File: src/rtl/rr_arb_mux.sv
// rr_arb_mux: round-robin arbiter that multiplexes p_num_ports valid/ready
// input streams into one registered output stream. A single output register
// holds the winning message; the rotating priority pointer advances to one
// past the port that last transferred, so every requester is served in turn.
module rr_arb_mux #(
  parameter type t_data      = logic [31:0],
  parameter int  p_num_ports = 4,
  parameter int  p_sel_bits  = $clog2(p_num_ports)
) (
  input  logic                   clk,
  input  logic                   rst,
  input  t_data                  istream_msg [p_num_ports],
  input  logic [p_num_ports-1:0] istream_val,
  output logic [p_num_ports-1:0] istream_rdy,
  output t_data                  ostream_msg,
  output logic [p_sel_bits-1:0]  ostream_sel,
  output logic                   ostream_val,
  input  logic                   ostream_rdy
);

  // Output register and rotating priority pointer
  t_data                 msg_q, msg_d;
  logic [p_sel_bits-1:0] sel_q, sel_d;
  logic                  full_q, full_d;
  logic [p_sel_bits-1:0] ptr_q, ptr_d;

  // Arbitration results
  logic                  gnt_vld;
  logic [p_sel_bits-1:0] gnt_idx;
  logic [p_sel_bits-1:0] gnt_nxt;
  logic                  space;
  logic                  xfer;
  int                    cand;

  // Scan ports starting at ptr, wrapping modulo p_num_ports; first valid wins.
  always_comb begin
    gnt_vld = 1'b0;
    gnt_idx = '0;
    cand    = 0;
    for (int k = 0; k < p_num_ports; k++) begin
      cand = int'(ptr_q) + k;
      if (cand >= p_num_ports) cand = cand - p_num_ports;
      if (!gnt_vld && istream_val[cand]) begin
        gnt_vld = 1'b1;
        gnt_idx = p_sel_bits'(cand);
      end
    end
  end

  // Handshake: the register accepts when empty or being drained this cycle.
  // Reset masks ready so a message offered during reset is never consumed.
  always_comb begin
    space       = !full_q || ostream_rdy;
    xfer        = gnt_vld && space && !rst;
    istream_rdy = '0;
    if (xfer) istream_rdy[gnt_idx] = 1'b1;
    // Explicit wrap so a non-power-of-two port count never leaves range.
    if (gnt_idx == p_sel_bits'(p_num_ports - 1)) gnt_nxt = '0;
    else                                         gnt_nxt = gnt_idx + p_sel_bits'(1);
  end

  // Next state: load on transfer (also covers dequeue+refill), clear on drain.
  always_comb begin
    msg_d  = msg_q;
    sel_d  = sel_q;
    full_d = full_q;
    ptr_d  = ptr_q;
    if (xfer) begin
      msg_d  = istream_msg[gnt_idx];
      sel_d  = gnt_idx;
      full_d = 1'b1;
      ptr_d  = gnt_nxt;
    end else if (full_q && ostream_rdy) begin
      full_d = 1'b0;
    end
  end

  // State register with synchronous reset; reset also clears the buffered data.
  always_ff @(posedge clk) begin
    if (rst) begin
      msg_q  <= '0;
      sel_q  <= '0;
      full_q <= 1'b0;
      ptr_q  <= '0;
    end else begin
      msg_q  <= msg_d;
      sel_q  <= sel_d;
      full_q <= full_d;
      ptr_q  <= ptr_d;
    end
  end

  assign ostream_msg = msg_q;
  assign ostream_sel = sel_q;
  assign ostream_val = full_q;

endmodule

File: config.mk
export PLATFORM = sky130hd
export DESIGN_NAME = rr_arb_mux
export DESIGN_NICKNAME = d
export VERILOG_FILES = /design/src/rtl/rr_arb_mux.sv
export SDC_FILE = /design/constraint.sdc
export NUM_CORES = 1
export LEC_CHECK = 0
export CAP_MARGIN = 15
export CELL_PAD_IN_SITES_DETAIL_PLACEMENT = 0
export CELL_PAD_IN_SITES_GLOBAL_PLACEMENT = 1
export CORE_UTILIZATION = 24
export CTS_CLUSTER_DIAMETER = 200
export CTS_CLUSTER_SIZE = 30
export DETAILED_ROUTE_END_ITERATION = 8
export MAX_ROUTING_LAYER = met4
export PLACE_DENSITY = 0.81
export SYNTH_ARGS = -nofsm -noshare
export SYNTH_HDL_FRONTEND = slang
export SYNTH_SLANG_ARGS = --single-unit
File: constraint.sdc
create_clock -name clk -period 3.6 [get_ports clk]
set_input_delay 0.36 -clock clk [delete_from_list [all_inputs] [get_ports clk]]
set_output_delay 0.36 -clock clk [all_outputs]
set_load 0.005 [all_outputs]
==> summary.md <==
| Metric | Value |
|---|---|
| Fin. Hold Viols | `0` |
| Mapped cell area | `between 2000 and 2500 um^2` |
| First-pass GRT wire length | `10500 um` |
| Max cap viols | `0` |
| Gr usage total | `between 10% and 20%` |
| IO Count | `roughly 170` |
| Core box area | `8680 um^2` |
| Area Growth Syn to Fin | `88.0%` |
| Leading area contributor after synthesis | `dfxtp_1` |
| Yosys reg bits | `37` |
| Seq/Total Area, Yosys | `34.5%` |
| Vias in the first global route | `2242` |
| Crit Path Category | `input port to output port` |
| WL final | `approximately 7000 um` |
| Vias after detailed routing | `2321` |
| Die Area | `9330 um^2` |
| Yosys warns | `0` |
| Largest net degree at the start of global routing | `35` |
| GRT overflow | `0` |
| Leading cell types in the layout, fill and taps excluded | `clkdlybuf4s50_1, mux2i_1, dfxtp_1, nand2_1, o221ai_1` |
| Worst VDD drop | `0.127 mV` |
| Die width | `96.6 um` |
| Setup WS post-layout | `around 0.80 ns` |
| Worst skew pair latency | `~0.28 ns` |
| Final Max Tran Viols | `0` |
| Root cell of the clock tree | `clkbuf_8` |
| Post-CTS Setup Bufs | `0` |
| Mapped Avg Cell Area | `~10 um^2` |
| WL per Instance | `around 14 um` |
| CTS Buf Count | `5` |
| Max Clock Skew | `between 0.005 and 0.006 ns` |
| Layout cells sized above 1 | `a little under 5%` |
| Number of synthesized flops with an enable pin | `0` |
| Tot Pwr | `around 0.0014 W` |
| Clock sinks | `37` |
| CTS Hold Buffers Added | `0` |
| Nets | `around 520` |
| Post-synth top area share | `34.5%` |
| Count of cell types in the netlist | `22` |
| P per Cell Area | `348 nW/um^2` |
| Max Clock Freq | `0.358 GHz` |
| Post_cts resized | `0` |
| Mapped Nets | `353` |
| Initial Util | `24.7%` |
| Worst-path clk slew | `0.07 ns` |
| Critical path endpoint category | `output port` |
| Share of flip-flops with an asynchronous set or reset | `0%` |
| Status | `complete, no violations` |
| Drt initial violations | `40` |
| Routed Antenna Nets | `0` |
| Final setup fails | `0` |
| Commonest non-fill, non-tap cell in the layout | `clkdlybuf4s50_1` |
| Diode count | `0` |
| Fin crit share | `77.7%` |
| Startpoint Class | `input port` |
| Placer Congestion | `a little under 0.7` |
| Class of the worst hold path | `flop to flop` |
| Htree depth | `2` |
| TritonCTS clock tree | `built` |
| Worst path arrival time | `2.44 ns` |
| Rel. slew slack | `a little over three fifths` |
| Hold Worst Slack | `0.464 ns` |
| Leakage power | `1.54 nW` |
| Pre-CTS WS | `0.767 ns` |
| DIE HEIGHT | `96.6 um` |
| Util after Layout | `46.5%` |
| Slew @ Worst Pin | `between 0.5 and 0.6 ns` |
| Top_reg_cell synth | `dfxtp_1` |
| Synth top area cells | `dfxtp_1, mux2i_1, o221ai_1` |
| Req. time, crit path | `around 3.2 ns` |
| Via density | `approximately 4.7` |
| Clock buffer depth | `2` |
| Antenna violations before repair | `0` |
| Site Rows | `34` |
| DR pass1 iterations | `4` |
| Setup TNS Final | `0 ns` |
| Syn Inst Count | `217` |
| IO Port Bufs | `173` |
| Minimum clock period | `2.80 ns` |
| Hpwl dp | `around 5600 um` |
| Residual DRC | `0` |
| Setup repair after global routing missed its margin | `no` |
| Crit-path max FO | `15` |
[logic make-up after synthesis]
kind of cell               after synthesis  synth area share (%)
and+or+nand+nor                         51                  10.4
muxes                                   68                  31.7
DFF                                     37                  34.5
buffers and inverters                   21                  6.82
adders and majority gates                1                 0.583
AOI/OAI and AO/OA                       39                  16.0
[power breakdown]
part	total (W)	leakage (nW)	switching (W)	internal [W]
Combinational	0.000612	1.19	0.000228	0.000385
Clock	0.000279	0.0395	0.000142	0.000138
Sequential	0.000514	0.307	0.0000368	0.000477
[Yosys cell counts, types with 3 or more instances]
cell and number:
mux2i_1 68, buf_6 6, inv_1 3, buf_4 3, a21oi_1 4, o221ai_2 3, nand2_1 35, nor2_1 9
buf_2 9, dfxtp_1 37, o221ai_1 29
[per-stage QoR]
stage | instance area (um^2) | std cells
after CTS | 4040 | 494
after global routing | 4040 | 494
final | 4040 | 494
after floorplan | 2150 | 217
after detailed placement | 3960 | 486
after global placement | 3960 | 486
[registers in the layout (all words and copies together) (netlist names)]
name,cells
ptr_q,2
ostream_val,1
ostream_sel,2
ostream_msg,32
[layout make-up]
cell class	instances	area, um^2
Clock buffer	8	80.1
Fill cell	822	4640
Inverter	3	11.3
Multi-Input combinational cell	159	1280
Sequential cell	37	741
Tap cell	108	135
Timing Repair Buffer	179	1790
[path summary, 6_finish.rpt]
check                               startpoint  slack (ns)  cells after the start               to
worst max register to register        ptr_q[0]        1.49                      6  ostream_msg[17]
worst max-delay path            istream_val[1]        0.80                      6   istream_rdy[3]
worst min register to register  ostream_msg[4]        0.46                      2   ostream_msg[4]
worst min-delay path            ostream_msg[4]        0.46                      2   ostream_msg[4]
[worst max-delay path, cell delays in order]
cell and delay, ns:
clkdlybuf4s50_1 0.49, nand3b_1 0.24, a2bb2oi_4 0.50, ha_1 0.24
and2_1 0.12, clkdlybuf4s50_1 0.49
[metal layers]
| layer | global-route usage [%] | up-vias | routed length (um) |
|---|---|---|---|
| met5 | - | - | 0 |
| met4 | 3.68 | 0 | 67 |
| met3 | 3.99 | 5 | 778 |
| met2 | 27.3 | 117 | 3450 |
| met1 | 16.4 | 1047 | 2870 |
| li1 | - | 1152 | - |
No activity file was read; power rests on OpenSTA's default activity.
